===== config.mk =====
export PLATFORM = sky130hd
export DESIGN_NAME = alu_pc_core_flat
export DESIGN_NICKNAME = d
export VERILOG_FILES = /design/src/rtl/alu_pc_core_if.sv /design/src/rtl/alu_pc_core.sv /design/src/flat_wrapper.sv
export SDC_FILE = /design/constraint.sdc
export NUM_CORES = 1
export LEC_CHECK = 0
export ABC_AREA = 1
export CAP_MARGIN = 20
export CORE_AREA = 2 2 180 182
export CTS_CLUSTER_SIZE = 12
export DETAILED_ROUTE_END_ITERATION = 16
export DIE_AREA = 0 0 182 184
export GPL_TIMING_DRIVEN = 0
export PLACE_DENSITY_LB_ADDON = 0.08
export SYNTH_ARGS = -nofsm -noshare
export SYNTH_HDL_FRONTEND = slang
export SYNTH_SLANG_ARGS = --single-unit
export TNS_END_PERCENT = 50

===== constraint.sdc =====
create_clock -name clock -period 2.3 [get_ports clock]
set_input_delay 0.23 -clock clock [delete_from_list [all_inputs] [get_ports clock]]
set_output_delay 0.23 -clock clock [all_outputs]
set_load 0.005 [all_outputs]

===== src/rtl/alu_pc_core_if.sv =====
// Bus bundle for alu_pc_core: PC load path plus ALU control/operand/result signals.
// master drives operands and next_pc; slave is the core.
interface alu_pc_core_if;
    logic [31:0] next_pc;
    logic [31:0] pc;
    logic [3:0]  aluop_in;
    logic [5:0]  funct;
    logic        rtype;
    logic [4:0]  shamt;
    logic [31:0] a;
    logic [31:0] b;
    logic [3:0]  alu_ctrl;
    logic [31:0] result;
    logic        zero;

    modport master (
        output next_pc, aluop_in, funct, rtype, shamt, a, b,
        input  pc, alu_ctrl, result, zero
    );

    modport slave (
        input  next_pc, aluop_in, funct, rtype, shamt, a, b,
        output pc, alu_ctrl, result, zero
    );
endinterface


===== src/rtl/alu_pc_core.sv =====
// Program counter register plus a combinational ALU control decoder and ALU.
// Only pc holds state; control and ALU paths ignore reset.
module alu_pc_core #(
    parameter logic [31:0] RESET_PC = 32'h00400000
) (
    input logic          clock,
    input logic          reset,
    alu_pc_core_if.slave bus
);
    localparam logic [3:0] OP_AND  = 4'b0000;
    localparam logic [3:0] OP_OR   = 4'b0001;
    localparam logic [3:0] OP_ADD  = 4'b0010;
    localparam logic [3:0] OP_XOR  = 4'b0011;
    localparam logic [3:0] OP_SUB  = 4'b0110;
    localparam logic [3:0] OP_SLT  = 4'b0111;
    localparam logic [3:0] OP_SLTU = 4'b1000;
    localparam logic [3:0] OP_SLL  = 4'b1001;
    localparam logic [3:0] OP_SRL  = 4'b1010;
    localparam logic [3:0] OP_SRA  = 4'b1011;
    localparam logic [3:0] OP_NOR  = 4'b1100;
    localparam logic [3:0] OP_LUI  = 4'b1101;

    logic [31:0] pc_q;
    logic [3:0]  ctrl;
    logic [31:0] res;

    always_ff @(posedge clock or posedge reset) begin
        if (reset) pc_q <= RESET_PC;
        else       pc_q <= bus.next_pc;
    end

    // Unknown R-type functs fall back to ADD rather than an illegal code.
    always_comb begin
        ctrl = bus.aluop_in;
        if (bus.rtype) begin
            case (bus.funct)
                6'h20, 6'h21: ctrl = OP_ADD;
                6'h22, 6'h23: ctrl = OP_SUB;
                6'h24:        ctrl = OP_AND;
                6'h25:        ctrl = OP_OR;
                6'h26:        ctrl = OP_XOR;
                6'h27:        ctrl = OP_NOR;
                6'h2A:        ctrl = OP_SLT;
                6'h2B:        ctrl = OP_SLTU;
                6'h00:        ctrl = OP_SLL;
                6'h02:        ctrl = OP_SRL;
                6'h03:        ctrl = OP_SRA;
                default:      ctrl = OP_ADD;
            endcase
        end
    end

    always_comb begin
        res = 32'h0;
        case (ctrl)
            OP_ADD:  res = bus.a + bus.b;
            OP_SUB:  res = bus.a - bus.b;
            OP_AND:  res = bus.a & bus.b;
            OP_OR:   res = bus.a | bus.b;
            OP_XOR:  res = bus.a ^ bus.b;
            OP_NOR:  res = ~(bus.a | bus.b);
            OP_SLT:  res = {31'h0, $signed(bus.a) < $signed(bus.b)};
            OP_SLTU: res = {31'h0, bus.a < bus.b};
            OP_SLL:  res = bus.b << bus.shamt;
            OP_SRL:  res = bus.b >> bus.shamt;
            OP_SRA:  res = $unsigned($signed(bus.b) >>> bus.shamt);
            OP_LUI:  res = {bus.b[15:0], 16'h0};
            default: res = 32'h0;
        endcase
    end

    assign bus.pc       = pc_q;
    assign bus.alu_ctrl = ctrl;
    assign bus.result   = res;
    assign bus.zero     = (res == 32'h0);
endmodule


===== src/flat_wrapper.sv =====
// flat-port wrapper written by rule: the top's interface ports become plain ports
module alu_pc_core_flat 
#(
    parameter logic [31:0] RESET_PC = 32'h00400000
)
  (clock, reset, bus_next_pc, bus_aluop_in, bus_funct, bus_rtype, bus_shamt, bus_a, bus_b, bus_pc, bus_alu_ctrl, bus_result, bus_zero);
  alu_pc_core_if bus_i ();
  input logic clock;
  input logic reset;
  input wire logic [$bits(bus_i.next_pc)-1:0] bus_next_pc;
  input wire logic [$bits(bus_i.aluop_in)-1:0] bus_aluop_in;
  input wire logic [$bits(bus_i.funct)-1:0] bus_funct;
  input wire logic [$bits(bus_i.rtype)-1:0] bus_rtype;
  input wire logic [$bits(bus_i.shamt)-1:0] bus_shamt;
  input wire logic [$bits(bus_i.a)-1:0] bus_a;
  input wire logic [$bits(bus_i.b)-1:0] bus_b;
  output wire logic [$bits(bus_i.pc)-1:0] bus_pc;
  output wire logic [$bits(bus_i.alu_ctrl)-1:0] bus_alu_ctrl;
  output wire logic [$bits(bus_i.result)-1:0] bus_result;
  output wire logic [$bits(bus_i.zero)-1:0] bus_zero;
  assign bus_i.next_pc = bus_next_pc;
  assign bus_i.aluop_in = bus_aluop_in;
  assign bus_i.funct = bus_funct;
  assign bus_i.rtype = bus_rtype;
  assign bus_i.shamt = bus_shamt;
  assign bus_i.a = bus_a;
  assign bus_i.b = bus_b;
  assign bus_pc = bus_i.pc;
  assign bus_alu_ctrl = bus_i.alu_ctrl;
  assign bus_result = bus_i.result;
  assign bus_zero = bus_i.zero;
  alu_pc_core #(.RESET_PC(RESET_PC)) u_core (.clock(clock), .reset(reset), .bus(bus_i));
endmodule

* Word level (Yosys, flattened, before mapping)
Memory sizes are Yosys's and may differ from the RTL's. Cells that the tools add are included.
Storage, ports and cells: flip-flop bits (word level) 32, bits in read-only memories 256, input port bits 114, memories kept 1
Memories:
- (no name shown) | depth 64, width 4, rd ports 1, clocked after Yosys merged registers in 0, write ports 0, line alu_pc_core.sv:36 | case (bus.funct)
Operators by class: add/sub/neg operators 2, $lt $le $gt $ge 2, eq/ne operators 11, shifts and indexed selects 3, muxes and demuxes 2, bitwise gates (word level) 4, reduce and logical (&&, ||, !) cells 2
Operators by type and width (count):
- 32-bit one-hot mux with 12 select lines | 1
- 32-bit less-than comparator | 2
- 32-bit adder | 1
- 32-bit bitwise AND | 1
- 32-bit logical NOT | 1
- 32-bit NOT | 1
- 32-bit OR | 1
- 32-bit by 5-bit << shifter with 32-bit output | 1
- 32-bit by 5-bit right shift with 32-bit output | 1
- 32-bit by 5-bit >>> shifter with 32-bit output | 1
- 32-bit subtractor | 1
- 32-bit XOR | 1
- 4-bit equality test (second input constant) | 6
- 4-bit by 2-bit equality test with 1-bit output (second input constant) | 2
- 4-bit by 3-bit equality test with 1-bit output (second input constant) | 2
- 4-bit by 1-bit equality test with 1-bit output (second input constant) | 1
- 4-bit logical NOT | 1
- 4-bit 2-to-1 mux | 1

* Longest topological paths before layout
An unclocked memory read counts as a cell.
word-level depth 5, gate-level depth with buffers 24

* Worst setup path after synthesis
Ideal clock, no wire load.
path kind input to output, from input bus_a[0], to output bus_zero, data arrival time 2.206 ns, setup slack -0.136 ns, cell stages on the path 22, path through inv_1 -> ha_1 -> fa_1 -> nor2_1 -> nand2_1 -> nand3_1 -> nand2_1 -> nand2_1 -> nand2_1 -> nand2_1 -> nand2_1 -> nand2_1 -> nand2_1 -> nand3_1 -> nand2_1 -> inv_1 -> nand2_1 -> nor2_1 -> nand2_1 -> nor2_1 -> nand2_1 -> nor2_1
Between the ends: cells in the longest elaborated chain, start to end 4, elaborated cells between the ends (all ways) 10, those cells by class 2 x add/sub; 2 x order compare; 1 x mux; 4 x bitwise; 1 x reduce/logical
Ends and longest elaborated chain:
- start, declared | line flat_wrapper.sv:15 | input wire logic [$bits(bus_i.a)-1:0] bus_a;
- parallel branches: the longest is 2 deep, another holds 32-bit subtractor
- 32-bit one-hot mux with 12 select lines (*) | line alu_pc_core.sv:55 | case (ctrl)
- net bus_result[0] | line flat_wrapper.sv:19 | output wire logic [$bits(bus_i.result)-1:0] bus_result;
- 32-bit logical NOT (*) | line alu_pc_core.sv:75 | assign bus.zero = (res == 32'h0);
- end, declared | line flat_wrapper.sv:20 | output wire logic [$bits(bus_i.zero)-1:0] bus_zero;
Mark *: on every way through the listed nets, which the timed path passes.

* Worst setup path in the final report
from input bus_shamt[0], to output bus_zero
Between the ends: cells in the longest elaborated chain, start to end 3, elaborated cells between the ends (all ways) 5, those cells by class 3 x shift; 1 x mux; 1 x reduce/logical
Ends and longest elaborated chain:
- start, declared | line flat_wrapper.sv:14 | input wire logic [$bits(bus_i.shamt)-1:0] bus_shamt;
- 32-bit by 5-bit >>> shifter with 32-bit output (tied with other cells) | line alu_pc_core.sv:66 | OP_SRA: res = $unsigned($signed(bus.b) >>> bus.shamt);
- 32-bit one-hot mux with 12 select lines (*) | line alu_pc_core.sv:55
- 32-bit logical NOT (*) | line alu_pc_core.sv:75
Mark *: on every way between the ends. The rest lies on a longest branch, timed or not.

==> results_dict.tcl <==
set metrics [dict create \
    outcome "finished, violations left" \
    violations "negative setup slack" \
    synth_common_cells "nand2_1 (875), nand3_1 (493), inv_1 (312)" \
    synth_top_family_by_area "simple AND/OR/NAND/NOR gates" \
    synthSimpleGateAreaFrac_pct 59.2 \
    crit_type "primary input to output pin" \
    grt_pass1_vias 18600 \
    crit_path_max_incr_delay_ns 0.36 \
    largest_reg_flops 32 \
    ioPinCount 183 \
    crit_chain "buf_2 -> buf_2 -> nand2_1 -> nand3_1 -> nand3_1 -> nand3_1 -> nand3_1 -> nand3_1 -> nand3_1 -> nor2_1 -> nand3_1 -> nor2_1 -> nand2_1 -> nor2_2 -> nand2_2 -> nor2_2 -> buf_2" \
    nFillCells 2883 \
    crit_family "simple AND/OR/NAND/NOR gates" \
    core_um2 31400 \
    worst-path-stages 17 \
    routabilityCongestion 1.09 \
    critPathSlowestCell "buf_2" \
    die_x_um 182 \
    yosysSeqAreaShare_pct 6.45 \
    final_cells 3262 \
    drc 0 \
    rows 65 \
    slew-limit-headroom_pct 57.0 \
    final_util_pct 64.3 \
    grt_pass1_wl_um 115000 \
    via_per_inst 6.07 \
    synth.most_common_cell "nand2_1" \
    post_dp_cell_area_um2 14800 \
    clk_pin_slew_ns 0.05 \
    vias 19800 \
    drtIter0Drc 2286 \
    cts_sinks 32 \
    syn_area_um2 12400 \
    synth-adder-area-share_pct 10.8 \
    hold_violations 0 \
    wl_per_cell_um 25.2 \
    grt_remaining_overflow 0 \
    drt_wl_total_um 82200 \
    period_share_pct 134 \
    dp_slack_ns -2.59 \
    ys_dominant_reg_cell "dfrtp_1" \
    drv_slew 0 \
    grt_max_degree 20 \
    crit_fanout 10 \
    syn_to_final_growth_pct 62.5 \
    holdBufCountCts 0 \
    synth_top_area_cell "nand2_1" \
    cp-end-kind "output pin" \
    power.leakage_nw 10.3 \
    ir_drop_mv 0.325 \
    cap_violations 0 \
    syn_area_per_cell_um2 5.02 \
    initial_core_util_pct 39.6 \
    rsz0062_at_grt "yes" \
    dpl.hpwl_um 61300 \
    ys_types 45 \
    hold_path_class "primary input to async pin" \
    clockBufferDepth 2 \
    fp.dieH_um 184 \
    syn_nets 2695 \
    p_total_mw 6.89 \
    startpoint_type "primary input" \
    root_buffer "clkbuf_16" \
    first_pass_iters 10 \
    antenna_found_initial 5 \
    synth_warnings 0 \
    critPathArrivalTime_ns 2.85 \
    synth_top_area_share_pct 26.4 \
    cts_buffers 5 \
    htreeDepth 2 \
    design.die.area_um2 33500 \
    ys_ff_latch 32 \
    muxShareOfSynthArea_pct 0 \
    crit_required_ns 2.07 \
    synthXorXnorAreaFrac_pct 1.69 \
    cts_tree "built" \
    fin_ws_ns -0.784 \
    drive_above_1_share_pct 36.8 \
    num-nets-final 3078 \
    ys_top_cells_by_area "nand2_1 (26%), nand3_1 (20%), ha_1 (10%), inv_1 (9.4%), nor2_1 (7.6%)" \
    tightest_slew_ns 0.645 \
    dp_cells 3056 \
    portBuffers 178 \
    syn_inst 2475 \
    p_per_area_nw_per_um2 341 \
    synth_edf_count 0 \
    drtAntennaViolNets 0 \
    fin_area_um2 20200 \
    setup_viol 33 \
    final.min_clock_period_ns 3.08 \
    async_reset_ff_share_pct 100 \
    fmax_mhz 324 \
    synth-compound-area-share_pct 7.80 \
    critical_path.most_common_cell "nand3_1" \
    critical_path_buf_inv_count 3 \
    grt_usage_pct 46.0 \
]
kinds of logic (layout without fill, tap and decap cells):
group	count (synthesis)	in the layout
AO/OA/AOI/OAI	177	177
XOR/XNOR	24	24
adder cells (fa/ha/maj)	106	106
buffers and inverters	429	812
flip-flops	32	32
other	0	1
AND/OR/NAND/NOR	1707	1708
where the power goes:
part	internal [mW]	switching [mW]	total (mW)
clock	0.426	0.244	0.671
combinational	2.18	3.43	5.62
sequential	0.592	0.00773	0.600
total	3.20	3.68	6.89
placed cells by master (no fill, tap or decap), types with 18 or more instances in the layout:
| master | instances |
|---|---|
| a21oi_1 | 30 |
| a21oi_2 | 22 |
| a21oi_4 | 20 |
| buf_12 | 34 |
| buf_2 | 32 |
| buf_4 | 180 |
| buf_6 | 73 |
| buf_8 | 18 |
| clkbuf_2 | 28 |
| clkdlybuf4s50_1 | 74 |
| dfrtp_1 | 31 |
| ha_1 | 64 |
| ha_4 | 35 |
| inv_1 | 194 |
| inv_2 | 79 |
| inv_4 | 22 |
| nand2_1 | 681 |
| nand2_2 | 143 |
| nand2_4 | 60 |
| nand3_1 | 425 |
| nand3_2 | 57 |
| nor2_1 | 153 |
| nor2_2 | 44 |
| nor2_4 | 74 |
| o21ai_0 | 38 |
| o21ai_1 | 29 |
| xor2_1 | 21 |
worst max path at each step:
stage,from,endpoint
floorplan,bus_a[0],bus_zero
global placement,bus_b[9],bus_zero
detailed placement,bus_b[10],bus_zero
CTS,bus_b[0],bus_zero
global route,bus_a[15],bus_zero
finish,bus_shamt[0],bus_zero
layer usage:
| layer | vias to the layer above | track usage (%) | part of all wire, % |
|---|---|---|---|
| li1 | 8640 | - | - |
| met1 | 9108 | 52.6 | 35 |
| met2 | 1527 | 74.3 | 44 |
| met3 | 524 | 11.7 | 12 |
| met4 | 4 | 34.2 | 9.9 |
| met5 | - | 0 | 0.034 |
per-stage QoR:
stage | hold WS [ns] | setup TNS, ns
2_1_floorplan | 0.234 | 0
3_5_place_dp | 0.641 | -51.43
6_report | 0.331 | -10.20
4_1_cts | 0.347 | -10.22
3_3_place_gp | 0.645 | -50.76
5_1_grt | 0.366 | -12.04
cell type report:
cell class                 instances  area (um2)  area share [%]
multi-input combinational       2015       12700            63.0
timing repair buffer             380        3610            17.9
inverter                         319        1380            6.85
buffer                           105        1020            5.07
sequential                        32         802            3.97
tap                              402         503            2.49
clock buffer                       6         139           0.688
clock inverter                     2        10.0          0.0496
antenna                            1        2.50          0.0124
timing repair:
action,4_1_cts,5_1_grt
pin swaps,172,109
endpoints found under the setup margin,35,33
gates cloned,4,7
buffers inserted,152,39
gates resized for setup,1228,303
(Power assumes the default switching activity.)
